===== config.mk =====
export PLATFORM = sky130hd
export DESIGN_NAME = maze_player_mover_flat
export DESIGN_NICKNAME = d
export VERILOG_FILES = /design/src/rtl/maze_pkg.sv /design/src/rtl/maze_player_mover_if.sv /design/src/rtl/button_debounce.sv /design/src/rtl/maze_player_mover.sv /design/src/flat_wrapper.sv
export SDC_FILE = /design/constraint.sdc
export NUM_CORES = 1
export LEC_CHECK = 0
export ABC_AREA = 1
export CAP_MARGIN = 25
export CORE_MARGIN = 5
export CORE_UTILIZATION = 44
export CTS_BUF_LIST = sky130_fd_sc_hd__clkbuf_8 sky130_fd_sc_hd__clkbuf_16
export DETAILED_ROUTE_END_ITERATION = 6
export PLACE_DENSITY = 0.81
export SLEW_MARGIN = 5
export SYNTH_ARGS = -nofsm -noshare
export SYNTH_HDL_FRONTEND = slang
export SYNTH_SLANG_ARGS = --single-unit

===== constraint.sdc =====
create_clock -name clk -period 4.2 [get_ports clk]
set_clock_uncertainty 0.15 [all_clocks]
set_input_delay 0.42 -clock clk [delete_from_list [all_inputs] [get_ports clk]]
set_output_delay 0.42 -clock clk [all_outputs]
set_load 0.01 [all_outputs]

===== src/rtl/maze_pkg.sv =====
// Shared maze geometry, direction codes, mover FSM states and the
// cell-to-pixel helper used by the player mover.
package maze_pkg;

  localparam int MAZE_COLS   = 10;
  localparam int MAZE_ROWS   = 15;
  localparam int H_WALL_BITS = 160;
  localparam int V_WALL_BITS = 165;

  typedef enum logic [1:0] {
    DIR_UP    = 2'd0,
    DIR_DOWN  = 2'd1,
    DIR_LEFT  = 2'd2,
    DIR_RIGHT = 2'd3
  } dir_e;

  typedef enum logic [1:0] {
    ST_IDLE     = 2'd0,
    ST_CHECK    = 2'd1,
    ST_WAIT_ACK = 2'd2
  } state_e;

  // Pixel coordinate of a cell edge, truncated to the 9-bit draw bus.
  function automatic logic [8:0] px(
    input int         origin,
    input int         pitch,
    input logic [3:0] idx
  );
    int v;
    v = origin + pitch * int'(idx);
    return v[8:0];
  endfunction

endpackage


===== src/rtl/maze_player_mover_if.sv =====
// Position handshake between the mover (master) and the player draw
// stage (slave): col/row/x/y/at_goal with pos_valid/pos_ack.
interface maze_player_mover_if;

  logic [3:0] col;
  logic [3:0] row;
  logic [8:0] x;
  logic [8:0] y;
  logic       pos_valid;
  logic       pos_ack;
  logic       at_goal;

  modport master (
    output col, row, x, y,
    output pos_valid, at_goal,
    input  pos_ack
  );

  modport slave (
    input  col, row, x, y,
    input  pos_valid, at_goal,
    output pos_ack
  );

endinterface


===== src/rtl/button_debounce.sv =====
// One push-button: 2-flop synchroniser, level debounce and press pulse.
// Ports: clk, rst (sync, high), btn_i raw button, press_o one-cycle press.
// Macro MAZE_MOVER_AUTOREPEAT_EN adds hold-to-repeat press pulses.
module button_debounce #(
  parameter int DEBOUNCE_CYCLES = 250000
) (
  input  logic clk,
  input  logic rst,
  input  logic btn_i,
  output logic press_o
);

  localparam int CW =
    (DEBOUNCE_CYCLES > 1) ? $clog2(DEBOUNCE_CYCLES) : 1;

  logic [1:0]    sync_q;
  logic [CW-1:0] cnt_q, cnt_d;
  logic          db_q, db_d;
  logic          db_prev_q;

  // Counter runs only while the synced level disagrees with the
  // debounced one; any return to agreement restarts it.
  always_comb begin
    cnt_d = cnt_q;
    db_d  = db_q;
    if (sync_q[1] == db_q) begin
      cnt_d = '0;
    end else if (cnt_q == CW'(DEBOUNCE_CYCLES - 1)) begin
      db_d  = sync_q[1];
      cnt_d = '0;
    end else begin
      cnt_d = cnt_q + 1'b1;
    end
  end

  always_ff @(posedge clk) begin
    if (rst) begin
      sync_q    <= '0;
      cnt_q     <= '0;
      db_q      <= 1'b0;
      db_prev_q <= 1'b0;
    end else begin
      sync_q    <= {sync_q[0], btn_i};
      cnt_q     <= cnt_d;
      db_q      <= db_d;
      db_prev_q <= db_q;
    end
  end

`ifdef MAZE_MOVER_AUTOREPEAT_EN
  localparam int REP_FIRST = 8000000;
  localparam int REP_NEXT  = 2000000;

  logic [22:0] rep_q, rep_d;
  logic        rep_fire;

  // After a fire the counter reloads so the next one lands
  // REP_NEXT cycles later instead of REP_FIRST.
  always_comb begin
    rep_d    = rep_q;
    rep_fire = 1'b0;
    if (!db_q) begin
      rep_d = '0;
    end else if (rep_q == 23'(REP_FIRST - 1)) begin
      rep_fire = 1'b1;
      rep_d    = 23'(REP_FIRST - REP_NEXT);
    end else begin
      rep_d = rep_q + 1'b1;
    end
  end

  always_ff @(posedge clk) begin
    if (rst) rep_q <= '0;
    else     rep_q <= rep_d;
  end

  assign press_o = (db_q & ~db_prev_q) | rep_fire;
`else
  assign press_o = db_q & ~db_prev_q;
`endif

endmodule


===== src/rtl/maze_player_mover.sv =====
// Turns four buttons into wall-checked moves on the 10x15 maze and
// hands the new player position to the draw stage.
// Ports: clk, rst (sync, high), btn_up/down/left/right raw buttons,
// h_walls/v_walls wall vectors, pos (master: col,row,x,y,pos_valid,
// at_goal out; pos_ack in). Option: MAZE_MOVER_AUTOREPEAT_EN.
module maze_player_mover
  import maze_pkg::*;
#(
  parameter int DEBOUNCE_CYCLES = 250000,
  parameter int CELL_PX         = 16,
  parameter int ORIGIN_X        = 0,
  parameter int ORIGIN_Y        = 0,
  parameter int START_COL       = 0,
  parameter int START_ROW       = 0,
  parameter int GOAL_COL        = 9,
  parameter int GOAL_ROW        = 14
) (
  input  logic                   clk,
  input  logic                   rst,
  input  logic                   btn_up,
  input  logic                   btn_down,
  input  logic                   btn_left,
  input  logic                   btn_right,
  input  logic [H_WALL_BITS-1:0] h_walls,
  input  logic [V_WALL_BITS-1:0] v_walls,
  maze_player_mover_if.master    pos
);

  logic [3:0] btn;
  logic [3:0] press;

  assign btn = {btn_right, btn_left, btn_down, btn_up};

  for (genvar i = 0; i < 4; i++) begin : g_btn
    button_debounce #(
      .DEBOUNCE_CYCLES(DEBOUNCE_CYCLES)
    ) u_db (
      .clk    (clk),
      .rst    (rst),
      .btn_i  (btn[i]),
      .press_o(press[i])
    );
  end

  state_e     state_q, state_d;
  dir_e       dir_q, dir_d;
  logic [3:0] col_q, col_d;
  logic [3:0] row_q, row_d;
  logic [8:0] x_q, x_d;
  logic [8:0] y_q, y_d;

  logic [7:0] h_top, h_bot;
  logic [7:0] v_lft, v_rgt;
  logic       legal;

  // Bit positions of the four walls around the current cell.
  always_comb begin
    h_top = 8'(159 - 10 * int'(row_q) - int'(col_q));
    h_bot = 8'(149 - 10 * int'(row_q) - int'(col_q));
    v_lft = 8'(164 - 11 * int'(row_q) - int'(col_q));
    v_rgt = 8'(163 - 11 * int'(row_q) - int'(col_q));
  end

  // On-grid test guards the wall read, so border bits never matter.
  always_comb begin
    legal = 1'b0;
    unique case (dir_q)
      DIR_UP:
        legal = (row_q != 4'd0) && !h_walls[h_top];
      DIR_DOWN:
        legal = (row_q < 4'(MAZE_ROWS - 1)) && !h_walls[h_bot];
      DIR_LEFT:
        legal = (col_q != 4'd0) && !v_walls[v_lft];
      DIR_RIGHT:
        legal = (col_q < 4'(MAZE_COLS - 1)) && !v_walls[v_rgt];
    endcase
  end

  always_comb begin
    state_d = state_q;
    dir_d   = dir_q;
    col_d   = col_q;
    row_d   = row_q;
    unique case (state_q)
      ST_IDLE: begin
        if (|press) begin
          state_d = ST_CHECK;
          priority case (1'b1)
            press[0]: dir_d = DIR_UP;
            press[1]: dir_d = DIR_DOWN;
            press[2]: dir_d = DIR_LEFT;
            press[3]: dir_d = DIR_RIGHT;
          endcase
        end
      end
      ST_CHECK: begin
        state_d = ST_IDLE;
        if (legal) begin
          state_d = ST_WAIT_ACK;
          unique case (dir_q)
            DIR_UP:    row_d = row_q - 4'd1;
            DIR_DOWN:  row_d = row_q + 4'd1;
            DIR_LEFT:  col_d = col_q - 4'd1;
            DIR_RIGHT: col_d = col_q + 4'd1;
          endcase
        end
      end
      ST_WAIT_ACK: begin
        if (pos.pos_ack) state_d = ST_IDLE;
      end
      default: state_d = ST_IDLE;
    endcase
    x_d = px(ORIGIN_X, CELL_PX, col_d);
    y_d = px(ORIGIN_Y, CELL_PX, row_d);
  end

  always_ff @(posedge clk) begin
    if (rst) begin
      state_q <= ST_WAIT_ACK;
      dir_q   <= DIR_UP;
      col_q   <= 4'(START_COL);
      row_q   <= 4'(START_ROW);
      x_q     <= px(ORIGIN_X, CELL_PX, 4'(START_COL));
      y_q     <= px(ORIGIN_Y, CELL_PX, 4'(START_ROW));
    end else begin
      state_q <= state_d;
      dir_q   <= dir_d;
      col_q   <= col_d;
      row_q   <= row_d;
      x_q     <= x_d;
      y_q     <= y_d;
    end
  end

  assign pos.col       = col_q;
  assign pos.row       = row_q;
  assign pos.x         = x_q;
  assign pos.y         = y_q;
  assign pos.pos_valid = (state_q == ST_WAIT_ACK);
  assign pos.at_goal   = (col_q == 4'(GOAL_COL)) &&
                         (row_q == 4'(GOAL_ROW));

endmodule


===== src/flat_wrapper.sv =====
// flat-port wrapper written by rule: the top's interface ports become plain ports
module maze_player_mover_flat import maze_pkg::*;
#(
  parameter int DEBOUNCE_CYCLES = 250000,
  parameter int CELL_PX         = 16,
  parameter int ORIGIN_X        = 0,
  parameter int ORIGIN_Y        = 0,
  parameter int START_COL       = 0,
  parameter int START_ROW       = 0,
  parameter int GOAL_COL        = 9,
  parameter int GOAL_ROW        = 14
)
  (clk, rst, btn_up, btn_down, btn_left, btn_right, h_walls, v_walls, pos_col, pos_row, pos_x, pos_y, pos_pos_valid, pos_at_goal, pos_pos_ack);
  maze_player_mover_if pos_i ();
  input  logic clk;
  input  logic rst;
  input  logic btn_up;
  input  logic btn_down;
  input  logic btn_left;
  input  logic btn_right;
  input  logic [H_WALL_BITS-1:0] h_walls;
  input  logic [V_WALL_BITS-1:0] v_walls;
  output wire logic [$bits(pos_i.col)-1:0] pos_col;
  output wire logic [$bits(pos_i.row)-1:0] pos_row;
  output wire logic [$bits(pos_i.x)-1:0] pos_x;
  output wire logic [$bits(pos_i.y)-1:0] pos_y;
  output wire logic [$bits(pos_i.pos_valid)-1:0] pos_pos_valid;
  output wire logic [$bits(pos_i.at_goal)-1:0] pos_at_goal;
  input wire logic [$bits(pos_i.pos_ack)-1:0] pos_pos_ack;
  assign pos_col = pos_i.col;
  assign pos_row = pos_i.row;
  assign pos_x = pos_i.x;
  assign pos_y = pos_i.y;
  assign pos_pos_valid = pos_i.pos_valid;
  assign pos_at_goal = pos_i.at_goal;
  assign pos_i.pos_ack = pos_pos_ack;
  maze_player_mover #(.DEBOUNCE_CYCLES(DEBOUNCE_CYCLES), .CELL_PX(CELL_PX), .ORIGIN_X(ORIGIN_X), .ORIGIN_Y(ORIGIN_Y), .START_COL(START_COL), .START_ROW(START_ROW), .GOAL_COL(GOAL_COL), .GOAL_ROW(GOAL_ROW)) u_core (.clk(clk), .rst(rst), .btn_up(btn_up), .btn_down(btn_down), .btn_left(btn_left), .btn_right(btn_right), .h_walls(h_walls), .v_walls(v_walls), .pos(pos_i));
endmodule

==> flow_metrics.env <==
export IMPL_status="completed"
export IMPL_drt_iter0_drc=1845
export IMPL_drt_vias_per_instance=5.681
export IMPL_antennaDiodeCount=0
export IMPL_final_util_pct=60.60
export IMPL_fill_cells=2484
export IMPL_final_hold_viol_count=0
export IMPL_io_pins=360
export IMPL_routed_wl_met2_um=21560
export IMPL_routed_via_count=15140
export IMPL_period_share_pct=97.05
export IMPL_core_area_mm2=0.02621
export IMPL_portBuffers=349
export IMPL_drive_gt1_share_pct=4.893
export IMPL_cap_viol_max_count=0
export IMPL_dieWidth_um=173.5
export IMPL_vdd_drop_max_v=0.0003016
export IMPL_multi_input_area_mm2=0.008394
export IMPL_dp_cells=2643
export IMPL_cts_buffers=9
export IMPL_worstPathMaxFanout=10
export IMPL_wl_per_cell_um=17.62
export IMPL_routedLengthMet1_um=19280
export IMPL_synth_edff_count=0
export IMPL_regArea_mm2=0.002006
export IMPL_root_buffer="clkbuf_16"
export IMPL_power_density_mw_per_mm2=148.8
export IMPL_final_antenna_net_count=0
export IMPL_fin_nets=2718
export IMPL_ys_seq_area_share_pct=17.02
export IMPL_whs_path_depth=2
export IMPL_tightest_slew_ns=0.9012
export IMPL_cts_sinks=100
export IMPL_cp_required_ns=4.32
export IMPL_clk_latency_ns=0.35
export IMPL_wirelength_um=46950
export IMPL_drc_errors=0
export IMPL_worstReg2RegEnd="u_core.pos.y[7]$_SDFFE_PP0P_"
export IMPL_netlist_area_mm2=0.01176
export IMPL_cellLeakagePower_nw=6.639
export IMPL_num_rows=59
export IMPL_cp_end_kind="flop"
export IMPL_clock_fmax_mhz=245.3
export IMPL_grt_use_total_pct=28.92
export IMPL_syn_avg_cell_area_um2=5.741
export IMPL_dieArea_mm2=0.03010
export IMPL_place_congestion=0.9534
export IMPL_grt_pass1_wl_um=72800
export IMPL_hp_class="reg -> reg"
export IMPL_final_cell_count_no_fill=2665
export IMPL_cts_clk_slew_worst_paths_ns=0.07
export IMPL_highest_layer="met4"
export IMPL_ys_types=45
export IMPL_dpl_hpwl_um=36050
export IMPL_r2r_start="u_core.pos.y[6]$_SDFFE_PP0P_"
export IMPL_synth_top_flop_cell="dfxtp_1"
export IMPL_async_reset_ff_share_pct=0
export IMPL_start_util_pct=44.88
export IMPL_antenna_found_initial=0
export IMPL_reg2regPathDepth=20
export IMPL_firstDrtPassIters=6
export IMPL_wl_met3_um=4463
export IMPL_maxSlewHeadroom_pct=39.92
export IMPL_overflow=0
export IMPL_syn_inst=2049
export IMPL_slew_viol_final=0
export IMPL_fin_area_mm2=0.01588
export IMPL_worst_hold_startpoint="u_core.g_btn[0].u_db.sync_q[0]$_SDFF_PP0_"
export IMPL_yosysWarnings=0
export IMPL_crit_arrival_ns=4.20
export IMPL_period_minus_slack_ns=4.076
export IMPL_hold_slack_ns=0.2540
export IMPL_tns_ns=0
export IMPL_die_y_um=173.5
export IMPL_rrSetupSlack_ns=0.12
export IMPL_ctsHoldBuffers=0
export IMPL_h_tree_depth=3
export IMPL_cts_buffer_depth=2
export IMPL_grt_max_degree=109
export IMPL_ys_ff_latch=100
export IMPL_critPathKind="reg -> reg"
export IMPL_setup_viol=0
export IMPL_areaGrowthSynthToFinish_pct=35.01
export IMPL_min_delay_worst_endpoint="u_core.g_btn[0].u_db.sync_q[1]$_SDFF_PP0_"
export IMPL_cp_start_kind="flop"
export IMPL_place_area_mm2=0.01536
export IMPL_grt_pass1_vias=13806
export IMPL_cts_tree="done"
## state kept, by name (all words and copies together) (netlist names)
name	cells
u_core.pos.x	4
u_core.g_btn.u_db.sync_q	8
u_core.dir_q	2
u_core.state_q	2
u_core.g_btn.u_db.cnt_q	72
u_core.g_btn.u_db.db_prev_q	4
u_core.pos.y	4
u_core.g_btn.u_db.db_q	4
## critical path: stages (launching register included)
cell and delay (ns):
dfxtp_1 0.31, buf_4 0.17, ha_1 0.21, fa_1 0.49
ha_1 0.30, inv_1 0.04, ha_1 0.30, ha_4 0.37
nand2_1 0.08, inv_2 0.08, a21o_1 0.22, xor2_2 0.24
nand2_1 0.08, nand2_1 0.06, nor2_1 0.04, a21oi_1 0.18
nand2_2 0.14, nand4_4 0.14, buf_4 0.15, nand3_1 0.07
a21oi_1 0.17
## through the flow
step | power [mW] | worst slack [ns]
2_1_floorplan | 1.152 | 0.07194
3_3_place_gp | 1.523 | 0.1149
3_5_place_dp | 1.524 | 0.06214
4_1_cts | 2.374 | 0.01504
5_1_grt | 2.464 | -0.08866
6_report | 2.363 | 0.1239
## worst max path at each step
stage | start | end | slack, ns | cells past startpoint
detailed placement | u_core.pos.y[6]$_SDFFE_PP0P_ | u_core.pos.x[4]$_SDFFE_PP0P_ | 0.06 | 20
global route | u_core.pos.y[6]$_SDFFE_PP0P_ | u_core.pos.x[4]$_SDFFE_PP0P_ | -0.09 | 19
CTS | u_core.pos.y[6]$_SDFFE_PP0P_ | u_core.pos.x[5]$_SDFFE_PP0P_ | 0.02 | 20
global placement | u_core.pos.y[6]$_SDFFE_PP0P_ | u_core.pos.x[4]$_SDFFE_PP0P_ | 0.11 | 20
finish | u_core.pos.y[6]$_SDFFE_PP0P_ | u_core.pos.y[7]$_SDFFE_PP0P_ | 0.12 | 20
floorplan | u_core.pos.y[7]$_SDFFE_PP0P_ | u_core.pos.y[6]$_SDFFE_PP0P_ | 0.07 | 21
## area by class of cell
cell class	instances	area share, %
Multi-Input combinational cell	1590	52.86
Timing Repair Buffer	391	24.42
Sequential cell	100	12.63
Inverter	233	5.507
Tap cell	335	2.639
Clock buffer	9	1.418
Clock inverter	7	0.5279
## what timing repair did
item | CTS | global route
endpoints found under the setup margin | 0 | 9
resized for setup | 0 | 34
buffers inserted | 0 | 5
## cells in the mapped netlist (4+ instances only)
library cell	count	area, um^2
nand3_1	523	2618
nand2_1	501	1881
inv_1	222	833.3
a21oi_1	107	535.5
dfxtp_1	100	2002
nor2_1	88	330.3
o21ai_0	70	350.3
o211ai_1	62	465.5
buf_2	53	265.3
ha_1	53	663.1
clkbuf_1	41	153.9
nor3_1	31	155.2
o21ai_1	27	135.1
xor2_1	27	236.5
buf_4	26	195.2
buf_1	13	48.80
nand4_1	12	75.07
nor4_1	10	62.56
xnor2_1	10	87.58
inv_2	9	33.78
fa_1	8	160.2
nor3b_1	8	60.06
o21a_1	5	37.54
a211oi_1	4	30.03
## power breakdown
group / leakage [nW] / switching (mW) / internal, mW
logic: 5.68 / 0.209 / 0.347
clock network: 0.154 / 0.377 / 0.473
registers: 0.809 / 0.00279 / 0.953
total: 6.64 / 0.589 / 1.77
## routing by layer
layer / up-vias / global-route usage [%]
met2: 819 / 47.51
met4: 0 / 9.644
li1: 7387 / -
met5: - / 0
met1: 6817 / 38.58
met3: 117 / 4.951
## cells by family after synthesis
family / Yosys count / synth area share [%]
fa+ha+maj: 61 / 6.999
other cells: 1 / 0.03188
simple gates: 1190 / 45.21
flops: 100 / 17.02
xor+xnor: 41 / 3.404
buf+inv: 369 / 13.36
compound gates: 287 / 13.98
## layout by cell type, fill, tap and decap left out, types with 34 or more instances in the layout
cell type,count
dfxtp_1,97
o21ai_0,70
o211ai_1,62
buf_4,34
inv_1,219
nand3_1,521
nor2_1,88
nand2_1,498
ha_1,47
a21oi_1,104
clkdlybuf4s50_1,349
No activity file was read; power rests on OpenSTA's default activity.
